<file path="src/rtl/window_trap_ctrl.sv">
// Register-window / trap sequencer: evaluates SAVE, RESTORE, trap entry and RETT against the
// latched PSR and WIM, then drives the PSR write port and TBR.tt with a req/ack handshake.
module window_trap_ctrl #(
  parameter int unsigned NWINDOWS = 8
) (
  input  logic                Clk,
  input  logic                Clr,
  input  logic [31:0]         psr_in,
  input  logic [NWINDOWS-1:0] wim_in,
  input  logic                req,
  input  logic [1:0]          op,
  input  logic [7:0]          ext_tt,
  output logic                psr_we,
  output logic [3:0]          icc_out,
  output logic [2:0]          cwp_out,
  output logic [1:0]          trap_out,
  output logic [7:0]          tt_out,
  output logic                tt_we,
  output logic                ack,
  output logic                err_mode
);

  localparam logic [2:0] CwpMax    = 3'(NWINDOWS - 1);
  localparam logic [1:0] OpSave    = 2'd0;
  localparam logic [1:0] OpRestore = 2'd1;
  localparam logic [1:0] OpTrap    = 2'd2;
  localparam logic [1:0] OpRett    = 2'd3;
  localparam logic [1:0] CodeNone  = 2'd0;
  localparam logic [1:0] CodeTrap  = 2'd1;
  localparam logic [1:0] CodeRett  = 2'd2;
  localparam logic [7:0] TtIllegal = 8'h02;
  localparam logic [7:0] TtPriv    = 8'h03;
  localparam logic [7:0] TtOvf     = 8'h05;
  localparam logic [7:0] TtUnf     = 8'h06;

  typedef enum logic [2:0] {StIdle, StEval, StCommit, StAck, StError} state_e;

  state_e              state_q, state_d;
  logic [1:0]          op_q, op_d;
  logic [2:0]          cwp_q, cwp_d;
  logic                et_q, et_d;
  logic                s_q, s_d;
  logic [3:0]          icc_q, icc_d;
  logic [NWINDOWS-1:0] wim_q, wim_d;
  logic [7:0]          ext_tt_q, ext_tt_d;

  logic                psr_we_q, psr_we_d;
  logic                tt_we_q, tt_we_d;
  logic [1:0]          trap_out_q, trap_out_d;
  logic [2:0]          cwp_out_q, cwp_out_d;
  logic [3:0]          icc_out_q, icc_out_d;
  logic [7:0]          tt_out_q, tt_out_d;
  logic                ack_q, ack_d;
  logic                err_mode_q, err_mode_d;

  logic                unused_psr;
  assign unused_psr = ^{psr_in[31:24], psr_in[19:8], psr_in[6], psr_in[4:3]};

  // Widen WIM to the full 3-bit CWP index space so any NWINDOWS indexes cleanly.
  logic [7:0] wim_ext;
  assign wim_ext = 8'(wim_q);

  logic [2:0] dec, inc, ev_cwp;
  logic [1:0] ev_code;
  logic [7:0] ev_tt;
  logic       ev_trap, ev_err;

  always_comb begin
    dec     = (cwp_q == 3'd0) ? CwpMax : cwp_q - 3'd1;
    inc     = (cwp_q == CwpMax) ? 3'd0 : cwp_q + 3'd1;
    ev_trap = 1'b0;
    ev_tt   = 8'h00;
    ev_cwp  = cwp_q;
    ev_code = CodeNone;
    unique case (op_q)
      OpSave: begin
        if (wim_ext[dec]) begin
          ev_trap = 1'b1;
          ev_tt   = TtOvf;
        end else begin
          ev_cwp = dec;
        end
      end
      OpRestore: begin
        if (wim_ext[inc]) begin
          ev_trap = 1'b1;
          ev_tt   = TtUnf;
        end else begin
          ev_cwp = inc;
        end
      end
      OpTrap: begin
        ev_trap = 1'b1;
        ev_tt   = ext_tt_q;
      end
      OpRett: begin
        if (!s_q) begin
          ev_trap = 1'b1;
          ev_tt   = TtPriv;
        end else if (et_q) begin
          ev_trap = 1'b1;
          ev_tt   = TtIllegal;
        end else if (wim_ext[inc]) begin
          ev_trap = 1'b1;
          ev_tt   = TtUnf;
        end else begin
          ev_cwp  = inc;
          ev_code = CodeRett;
        end
      end
    endcase
    // Trap entry never checks WIM; with traps disabled it is fatal.
    if (ev_trap) begin
      ev_cwp  = dec;
      ev_code = CodeTrap;
    end
    ev_err = ev_trap & ~et_q;
  end

  always_comb begin
    state_d    = state_q;
    op_d       = op_q;
    cwp_d      = cwp_q;
    et_d       = et_q;
    s_d        = s_q;
    icc_d      = icc_q;
    wim_d      = wim_q;
    ext_tt_d   = ext_tt_q;
    psr_we_d   = 1'b0;
    tt_we_d    = 1'b0;
    trap_out_d = CodeNone;
    ack_d      = 1'b0;
    cwp_out_d  = cwp_out_q;
    icc_out_d  = icc_out_q;
    tt_out_d   = tt_out_q;
    err_mode_d = err_mode_q;
    unique case (state_q)
      StIdle: begin
        if (req) begin
          op_d     = op;
          cwp_d    = psr_in[2:0];
          et_d     = psr_in[5];
          s_d      = psr_in[7];
          icc_d    = psr_in[23:20];
          wim_d    = wim_in;
          ext_tt_d = ext_tt;
          state_d  = StEval;
        end
      end
      StEval: begin
        if (ev_err) begin
          err_mode_d = 1'b1;
          state_d    = StError;
        end else begin
          psr_we_d   = 1'b1;
          cwp_out_d  = ev_cwp;
          trap_out_d = ev_code;
          icc_out_d  = icc_q;
          if (ev_trap) begin
            tt_we_d  = 1'b1;
            tt_out_d = ev_tt;
          end
          state_d = StCommit;
        end
      end
      StCommit: begin
        ack_d   = 1'b1;
        state_d = StAck;
      end
      StAck:   state_d = StIdle;
      StError: err_mode_d = 1'b1;
      default: state_d = StIdle;
    endcase
  end

  always_ff @(posedge Clk) begin
    if (!Clr) begin
      state_q    <= StIdle;
      op_q       <= 2'd0;
      cwp_q      <= 3'd0;
      et_q       <= 1'b0;
      s_q        <= 1'b0;
      icc_q      <= 4'd0;
      wim_q      <= '0;
      ext_tt_q   <= 8'h00;
      psr_we_q   <= 1'b0;
      tt_we_q    <= 1'b0;
      trap_out_q <= 2'd0;
      cwp_out_q  <= 3'd0;
      icc_out_q  <= 4'd0;
      tt_out_q   <= 8'h00;
      ack_q      <= 1'b0;
      err_mode_q <= 1'b0;
    end else begin
      state_q    <= state_d;
      op_q       <= op_d;
      cwp_q      <= cwp_d;
      et_q       <= et_d;
      s_q        <= s_d;
      icc_q      <= icc_d;
      wim_q      <= wim_d;
      ext_tt_q   <= ext_tt_d;
      psr_we_q   <= psr_we_d;
      tt_we_q    <= tt_we_d;
      trap_out_q <= trap_out_d;
      cwp_out_q  <= cwp_out_d;
      icc_out_q  <= icc_out_d;
      tt_out_q   <= tt_out_d;
      ack_q      <= ack_d;
      err_mode_q <= err_mode_d;
    end
  end

  assign psr_we   = psr_we_q;
  assign tt_we    = tt_we_q;
  assign trap_out = trap_out_q;
  assign cwp_out  = cwp_out_q;
  assign icc_out  = icc_out_q;
  assign tt_out   = tt_out_q;
  assign ack      = ack_q;
  assign err_mode = err_mode_q;

endmodule

</file>
<file path="config.mk">
export PLATFORM = sky130hd
export DESIGN_NAME = window_trap_ctrl
export DESIGN_NICKNAME = d
export VERILOG_FILES = /design/src/rtl/window_trap_ctrl.sv
export SDC_FILE = /design/constraint.sdc
export NUM_CORES = 1
export LEC_CHECK = 0
export BUFFER_PORTS_ARGS = -buffer_cell sky130_fd_sc_hd__buf_2
export CORE_ASPECT_RATIO = 1.4
export CORE_MARGIN = 1
export CORE_UTILIZATION = 47
export CTS_BUF_LIST = sky130_fd_sc_hd__clkbuf_4
export DETAILED_ROUTE_END_ITERATION = 10
export PLACE_DENSITY = 0.76
export SYNTH_ARGS = -nofsm -noshare
export SYNTH_HDL_FRONTEND = slang
export SYNTH_SLANG_ARGS = --single-unit
</file>
<file path="constraint.sdc">
create_clock -name Clk -period 2.25 [get_ports Clk]
set_input_delay 0.45 -clock Clk [delete_from_list [all_inputs] [get_ports Clk]]
set_output_delay 0.45 -clock Clk [all_outputs]
set_load 0.01 [all_outputs]
</file>
==> flow_metrics.py, run 1 <==
metrics = {
    "critical_path": {
        "worstSetupStartpointType": "flip-flop",
        "cp.required_ns": 2.56,
        "critical_path.max_fanout": 6,
        "end_kind": "flip-flop",
        "r2r-start": "cwp_q[0]",
        "path_class": "reg2reg",
        "cp.arrival_ns": 2.50,
        "crit_start": "cwp_q[0]",
    },
    "place": {
        "hpwl_mm": 3.57,
        "place_congestion": 0.929,
        "placedCellCount": 385,
        "io_buffer_count": 50,
    },
    "routing": {
        "vias": 2056,
        "antenna_left": 0,
        "wl_mm": 4.89,
        "drt_pre_antenna_iters": 4,
        "drcViolationCount": 0,
        "wl_per_cell_um": 12.4,
        "viasPerCell": 5.22,
        "drt_iter0_drc": 41,
    },
    "sta": {
        "fin_worst_skew_ns": 0.0212,
        "tightest_slew_ns": 0.400,
        "rsz0062_at_grt": "true",
        "timing.fmax_ghz": 0.457,
        "fin_crit_ns": 2.19,
        "drv_slew": 0,
        "max_slew_margin_pct": 73.2,
        "period_share_pct": 97.2,
        "fin_setup_tns_ns": 0,
        "hold_viol_final": 0,
        "finalSetupViolCount": 0,
    },
    "clock_tree": {
        "cts_tree": "yes",
        "path_clk_slew_ns": 0.16,
        "cts_max_level": 2,
        "cts_hold_buf": 0,
        "cts_buffer_depth": 2,
        "cts_buffers": 5,
        "cts_root_buf": "clkbuf_4",
        "clk_latency_ns": 0.38,
        "clock-sinks": 50,
    },
    "synthesis": {
        "synth_area_um2": 2320,
        "ys_ff_latch": 50,
        "async_flop_share_pct": 0,
        "yosys_warnings": 0,
        "synthFlopType": "dfxtp_1",
        "synth.avg_cell_area_um2": 8.36,
        "syn-instance-count": 277,
        "synth_cell_types": 45,
        "synth_edf_count": 0,
        "yosysSeqAreaShare_pct": 43.2,
        "syn_nets": 334,
    },
    "global_routing": {
        "grt_pass1_vias": 1950,
        "gr-total-overflow": 0,
        "grt_usage_pct": 20.5,
        "grt_pass1_wl_mm": 7.99,
        "antenna_found_initial": 0,
        "grt_max_degree": 28,
    },
    "status": {
        "status": "completed",
    },
    "cells_and_area": {
        "num-fill-cells": 458,
        "drive_gt1_share_pct": 28.3,
        "mostFrequentLayoutCells": "nand2_1, buf_2, dfxtp_1",
        "syn2layout_area_growth_pct": 21.7,
        "final_nets": 388,
        "layout_commonest_cell": "nand2_1",
        "regArea_um2": 1010,
        "final_cell_count_no_fill": 394,
        "multi_input_area_um2": 1260,
        "diodes": 0,
        "fin_util_pct": 60.7,
    },
    "min_path": {
        "hp-start": "ext_tt[6]",
        "min_path_type": "in2reg",
    },
    "floorplan": {
        "die_area_um2": 5220,
        "die_x_um": 61.3,
        "fp-row-count": 29,
        "io_pins": 74,
        "coreArea_um2": 4640,
        "start_util_pct": 49.9,
        "die_h_um": 85.1,
    },
    "pwr": {
        "totalPowerFinal_uw": 2040,
        "irDropWorstVdd_uv": 501,
        "power_density_nw_per_um2": 724,
        "p_leak_uw": 0.00121,
    },
    "run": {
        "max-cap-violations": 0,
    },
}
[where the power goes]
group	leakage [µW]	internal, µW	switching, µW	total, µW
logic	0.000753	217	270	487
clock network	0.0000462	242	299	541
registers	0.000409	954	58.2	1010
total	0.00121	1410	627	2040
[through the flow]
stage               cell area, µm²  setup slack [ns]  hold WS, ns
floorplan                     2360          -0.00433        0.436
global placement              2690            0.0601        0.428
detailed placement            2690           0.00313        0.435
CTS                           2780            0.0172        0.264
global route                  2820           -0.0865        0.270
finish                        2820            0.0626        0.277
[worst max-delay path: stages, from the launching register on]
cell and delay (ns):
dfxtp_4 0.40, inv_4 0.04, ha_2 0.17, buf_4 0.16, o21a_1 0.18, a211oi_2 0.19
o32a_1 0.25, o211ai_2 0.13, a221oi_4 0.28, buf_6 0.16, mux2i_1 0.17
[cell families (layout without fill, tap and decap cells)]
kind of cell | count (synthesis) | in the layout | share of synthesized area (%)
compound gates | 60 | 60 | 18.6
fa+ha+maj | 4 | 4 | 2.16
simple gates | 118 | 118 | 22.4
xor+xnor | 1 | 1 | 0.378
buf+inv | 25 | 80 | 4.92
flops | 50 | 50 | 43.2
mux | 19 | 19 | 8.32
[state kept, by name, indices dropped and copies added, names as in the netlist, 2 cells and up]
register and count:
ext_tt_q 8, icc_out 4, wim_ext 8, cwp_q 3, icc_q 4, state_q 3, op_q 2, cwp_out 3
tt_out 8
[what timing repair did]
action,in CTS,in global routing
setup endpoints to repair,6,17
pin swaps,0,7
gates cloned,0,0
setup buffers,0,1
gates resized for setup,2,9
[synth_stat cells, types with 3 or more instances]
library cell / instances / area, µm²
buf_4: 3 / 22.5
clkbuf_1: 11 / 41.3
nand2_1: 77 / 289
dfxtp_1: 50 / 1000
a21oi_1: 35 / 175
and3_1: 3 / 18.8
mux2i_1: 17 / 170
nor2_1: 11 / 41.3
nand3_1: 7 / 35.0
nand2b_1: 6 / 37.5
ha_1: 4 / 50.1
nor3_1: 5 / 25.0
inv_1: 7 / 26.3
nor2b_1: 3 / 18.8
[layout make-up]
| type | count | area share, % |
|---|---|---|
| multi-input cells | 202 | 44.6 |
| flip-flops and latches | 50 | 35.7 |
| repair buffers | 64 | 12.7 |
| well taps | 62 | 2.75 |
| clock inverters | 3 | 1.69 |
| clock buffers | 5 | 1.33 |
| inverters | 8 | 1.15 |
[per-layer routing]
| layer | vias up | part of all wire, % | GRT usage (%) | routed length [µm] |
|---|---|---|---|---|
| met5 | - | 0 | 0 | 0 |
| met2 | 44 | 52 | 35.3 | 2520 |
| li1 | 1052 | - | - | - |
| met3 | 12 | 3.8 | 4.73 | 185 |
| met4 | 0 | 2.9 | 10.1 | 140 |
| met1 | 948 | 42 | 22.6 | 2040 |
[path summary, 6_finish.rpt]
kind	end	depth (start not counted)	slack, ns
min	ext_tt_q[6]	3	0.28
max reg2reg	icc_out[2]	10	0.06
max	icc_out[2]	10	0.06
min reg2reg	tt_out[2]	2	0.45
(Power assumes the default switching activity.)
==> inputs of run 2 (changes only) <==
- PLACE_DENSITY: 0.76 -> 0.84
==> run 2 against run 1 <==
Compared with the run above: global-route usage rose by 0.98 points; sequential cell count unchanged; worst setup slack got worse by 0.029 ns; register-to-register slack worse by 0.03 ns; sequential share of layout area is 0.61 points lower; critical path type unchanged; critical endpoint is now cwp_out[2].
==> flow_metrics.py, run 2 (synthesis results as in run 1) <==
metrics = {
    "status": {
        "status": "completed",
    },
    "critical_path": {
        "cp.arrival_ns": 2.46,
        "r2r_cells": 8,
        "critical_path.max_fanout": 5,
        "cpMaxStageDelayCell": "a221o_1",
        "worstPathCellList": "inv_4, ha_4, or3_4, and3_4, o211ai_4, o211ai_4, a221o_1, mux2i_1",
        "path_class": "reg2reg",
        "cpPeakStageDelay_ns": 0.42,
        "reg2reg_slack_ns": 0.03,
        "end_kind": "flip-flop",
        "r2r-start": "cwp_q[0]",
        "worstSetupStartpointType": "flip-flop",
        "rr_endpoint": "cwp_out[2]",
        "cpMostUsedCell": "o211ai_4",
        "cp.required_ns": 2.50,
        "crit_buf_inv": 1,
        "critPathTopFamily": "compound AO/OA/AOI/OAI gates",
    },
    "cells_and_area": {
        "drive_gt1_share_pct": 28.6,
        "mostFrequentLayoutCells": "nand2_1, buf_2, dfxtp_1",
        "fin_util_pct": 61.9,
        "diodes": 0,
        "layout_commonest_cell": "nand2_1",
        "final_nets": 388,
        "final_cell_count_no_fill": 394,
        "syn2layout_area_growth_pct": 24.1,
        "regArea_um2": 1010,
        "num-fill-cells": 435,
        "multi_input_area_um2": 1310,
    },
    "pwr": {
        "p_leak_uw": 0.00121,
        "irDropWorstVdd_uv": 423,
        "power_density_nw_per_um2": 716,
        "totalPowerFinal_uw": 2060,
    },
    "min_path": {
        "hold_depth": 3,
        "hp-start": "psr_in[0]",
        "hold_path_end": "cwp_q[0]",
        "min_path_type": "in2reg",
    },
    "floorplan": {
        "io_pins": 74,
        "coreArea_um2": 4640,
        "fp-row-count": 29,
        "die_x_um": 61.3,
        "start_util_pct": 49.9,
        "die_h_um": 85.1,
        "die_area_um2": 5220,
    },
    "sta": {
        "rsz0062_at_grt": "true",
        "whs_ns": 0.296,
        "hold_viol_final": 0,
        "period_share_pct": 98.5,
        "finalSetupViolCount": 0,
        "max_slew_margin_pct": 66.9,
        "tightest_slew_ns": 0.492,
        "drv_slew": 0,
        "timing.fmax_ghz": 0.451,
        "fin_crit_ns": 2.22,
        "fin_worst_skew_ns": 0.0121,
    },
    "global_routing": {
        "grt_pass1_vias": 2019,
        "gr-total-overflow": 0,
        "antenna_found_initial": 0,
        "grt_max_degree": 28,
        "grt_usage_pct": 21.5,
        "grt_pass1_wl_mm": 8.42,
    },
    "clock_tree": {
        "cts_hold_buf": 0,
        "path_clk_slew_ns": 0.14,
        "cts_tree": "yes",
        "cts_buffer_depth": 2,
        "cts_max_level": 2,
        "clk_latency_ns": 0.36,
        "clock-sinks": 50,
        "cts_buffers": 5,
        "cts_root_buf": "clkbuf_4",
    },
    "run": {
        "max-cap-violations": 0,
    },
    "routing": {
        "viasPerCell": 5.28,
        "wl_mm": 5.18,
        "antenna_left": 0,
        "vias": 2079,
        "drt_pre_antenna_iters": 4,
        "drt_iter0_drc": 67,
        "wl_per_cell_um": 13.1,
        "drcViolationCount": 0,
    },
    "place": {
        "io_buffer_count": 50,
        "placedCellCount": 384,
        "hpwl_mm": 3.84,
        "place_congestion": 0.910,
    },
}
==> run 2: cell type report <==
cell class,count,area share (%)
Timing Repair Buffer,64,12.6
Clock buffer,7,1.83
Sequential cell,50,35.1
Clock inverter,1,1.04
Multi-Input combinational cell,202,45.5
Tap cell,62,2.70
Inverter,8,1.22
==> run 2: stage by stage <==
stage | setup TNS (ns) | area (µm²) | setup slack (ns)
2_1_floorplan | -0.0216 | 2360 | -0.00433
3_3_place_gp | 0 | 2680 | 0.0529
3_5_place_dp | -0.0968 | 2680 | -0.0391
4_1_cts | -0.0170 | 2820 | -0.0129
5_1_grt | -0.193 | 2870 | -0.0455
6_report | 0 | 2870 | 0.0331
==> run 2: power breakdown <==
group / switching (µW) / internal (µW) / leakage [µW] / total (µW)
clock: 268 / 260 / 0.0000463 / 528
combinational: 287 / 229 / 0.000754 / 516
sequential: 59.2 / 953 / 0.000409 / 1010
==> run 2: worst min-delay path: cells and delay by family <==
family / cells / cell delay, ns
buffers and inverters: 1 / 0.09
and+or+nand+nor: 1 / 0.04
AOI/OAI and AO/OA: 1 / 0.05
==> run 2: worst max-delay path by stage <==
| stage | startpoint | endpoint | depth (start not counted) |
|---|---|---|---|
| floorplan | cwp_q[0] | cwp_out[1] | 9 |
| global placement | cwp_q[0] | tt_out[4] | 9 |
| detailed placement | cwp_q[1] | cwp_out[1] | 8 |
| CTS | cwp_q[1] | cwp_out[1] | 9 |
| global route | cwp_q[0] | cwp_out[2] | 8 |
| finish | cwp_q[0] | cwp_out[2] | 8 |
==> run 2: what timing repair did <==
action,in CTS,in global routing
pin swaps,7,6
setup buffers,1,1
resized for setup,9,9
setup endpoints to repair,14,19
==> run 2: routing by layer <==
layer | vias up | track usage (%) | wire length [µm]
met1 | 961 | 22.6 | 2070
met5 | - | 0 | 0
met4 | 0 | 12.4 | 180
met3 | 14 | 3.51 | 160
met2 | 51 | 38.1 | 2760
li1 | 1053 | - | -
==> inputs of run 3 (changes only) <==
- BUFFER_PORTS_ARGS: -buffer_cell sky130_fd_sc_hd__buf_2 -> -buffer_cell sky130_fd_sc_hd__clkbuf_2
- CELL_PAD_IN_SITES_DETAIL_PLACEMENT: not set -> 1
- CELL_PAD_IN_SITES_GLOBAL_PLACEMENT: not set -> 1
- CORE_UTILIZATION: 47 -> 34
- PLACE_DENSITY: 0.84 -> 0.83
==> run 3 against run 2 <==
Compared with the run above: non-clock buffer count stayed put; clock power is 19% lower; fmax is 1.4% lower; sequential cell count stayed put; design area is 0.74% lower; critical path depth stayed put; sequential power hardly changed; critical endpoint is now cwp_out[0]; clock skew is 0.0016 ns lower; clock-buffer cell count is 2 lower; worst hold slack worse by 0.031 ns.
==> flow_metrics.py, run 3 (synthesis results as in run 1) <==
metrics = {
    "status": {
        "status": "completed",
    },
    "cells_and_area": {
        "diodes": 0,
        "layout_commonest_cell": "nand2_1",
        "num-fill-cells": 816,
        "final_nets": 388,
        "drive_gt1_share_pct": 29.8,
        "syn2layout_area_growth_pct": 23.2,
        "mostFrequentLayoutCells": "nand2_1, clkbuf_2, dfxtp_1",
        "post-route-cell-area_um2": 2850,
    },
    "global_routing": {
        "grt_usage_pct": 17.0,
        "gr-total-overflow": 0,
        "grt_pass1_vias": 2075,
        "antenna_found_initial": 0,
        "grt_pass1_wl_mm": 9.53,
        "grt_max_degree": 28,
    },
    "sta": {
        "rsz0062_at_grt": "true",
        "hold_viol_final": 0,
        "timing.fmax_ghz": 0.445,
        "finalSetupViolCount": 0,
        "drv_slew": 0,
        "period_share_pct": 99.9,
        "fin_crit_ns": 2.25,
        "fin_worst_skew_ns": 0.0105,
        "tightest_slew_ns": 0.464,
        "max_slew_margin_pct": 68.8,
        "setup_ws_ns": 0.00192,
    },
    "critical_path": {
        "critPathTopFamily": "compound AO/OA/AOI/OAI gates",
        "worstSetupStartpointType": "flip-flop",
        "path_class": "reg2reg",
        "crit_buf_inv": 1,
        "cpMaxStageDelayCell": "a221o_1",
        "critical_path.max_fanout": 5,
        "cp.required_ns": 2.52,
        "cp.arrival_ns": 2.52,
        "crit_cells": 8,
        "r2r_cells": 8,
        "cpPeakStageDelay_ns": 0.44,
        "end_kind": "flip-flop",
        "worstPathCellList": "inv_4, ha_4, or3_4, and3_4, o2111ai_4, o211ai_2, a221o_1, mux2i_1",
    },
    "routing": {
        "drcViolationCount": 0,
        "drt_iter0_drc": 68,
        "wl_mm": 5.85,
        "wl_per_cell_um": 14.4,
        "viasPerCell": 5.06,
        "antenna_left": 0,
        "vias": 2056,
        "drt_pre_antenna_iters": 4,
    },
    "clock_tree": {
        "cts_tree": "yes",
        "clock-sinks": 50,
        "cts_hold_buf": 0,
        "cts_root_buf": "clkbuf_4",
        "cts_buffers": 5,
        "cts_max_level": 2,
        "cts_buffer_depth": 2,
        "clk_latency_ns": 0.38,
        "path_clk_slew_ns": 0.15,
    },
    "place": {
        "io_buffer_count": 50,
        "place_congestion": 0.756,
        "hpwl_mm": 4.28,
        "place_ws_ns": -0.0388,
        "dpl-instance-area_um2": 2690,
    },
    "floorplan": {
        "die_x_um": 71.8,
        "coreArea_um2": 6570,
        "fp-row-count": 35,
        "io_pins": 74,
        "die_h_um": 99.7,
        "start_util_pct": 35.3,
        "die_area_um2": 7150,
    },
    "min_path": {
        "hold_depth": 3,
        "min_path_type": "in2reg",
    },
    "pwr": {
        "p_leak_uw": 0.00119,
        "power_density_nw_per_um2": 687,
        "irDropWorstVdd_uv": 243,
    },
    "run": {
        "max-cap-violations": 0,
    },
}
## run 3: cell count changes in the layout (fill, tap and decap cells not counted), sizes merged
cell      delta
clkinv       +1
bufinv       -1
clkbuf      +48
buf         -50
inv          +1
clkinvlp     +1
## run 3: layout make-up
type | count | area (µm²) | share of cell area (%)
multi-input combinational | 202 | 1300 | 45.4
sequential | 50 | 1010 | 35.3
timing repair buffer | 64 | 367 | 12.9
tap | 74 | 92.6 | 3.25
clock buffer | 5 | 37.5 | 1.32
inverter | 8 | 32.5 | 1.14
clock inverter | 3 | 20.0 | 0.702
## run 3: final timing paths
check | start | endpoint | slack (ns)
worst max-delay path | cwp_q[0] | cwp_out[0] | 0.002
worst min register to register | tt_out[2] | tt_out[2] | 0.46
worst min-delay path | psr_in[1] | cwp_q[1] | 0.27
worst max register to register | cwp_q[0] | cwp_out[0] | 0.002
## run 3: worst reg2reg max path: cells and delay by family, from the launching register on
kind	cells	cell delay (ns)
AO/OA/AOI/OAI	3	0.80
adder cells (fa/ha/maj)	1	0.17
buffers and inverters	1	0.04
multiplexers	1	0.15
AND/OR/NAND/NOR	2	0.59
flip-flops	1	0.40
## run 3: per-layer routing
metal,global-route usage (%),vias to the layer above,share of wire (%)
met5,0,-,0
met4,5.73,0,1.4
met3,2.53,6,1.9
met2,32.7,26,55
met1,18.3,973,42
li1,-,1051,-
## run 3: what timing repair did
| action | 4_1_cts | 5_1_grt |
|---|---|---|
| gates cloned | 0 | 0 |
| buffers inserted | 0 | 3 |
| setup endpoints to repair | 16 | 18 |
| resized for setup | 10 | 9 |
| pin swaps | 3 | 5 |
## run 3: stage by stage
step / setup TNS [ns] / total power (µW) / hold slack (ns) / instances / utilization (%)
floorplan: -0.0216 / 1360 / 0.436 / 277 / -
finish: 0 / 1960 / 0.266 / 406 / 43.4
global route: -0.710 / 2070 / 0.252 / 406 / 43.4
CTS: 0 / 1960 / 0.258 / 403 / 42.5
global placement: 0 / 1490 / 0.433 / 395 / 40.9
detailed placement: -0.260 / 1510 / 0.446 / 395 / 40.9
## run 3: where the power goes
part | switching, µW | internal (µW) | total, µW
registers | 62.5 | 955 | 1020
clock network | 304 | 123 | 427
logic | 289 | 227 | 516
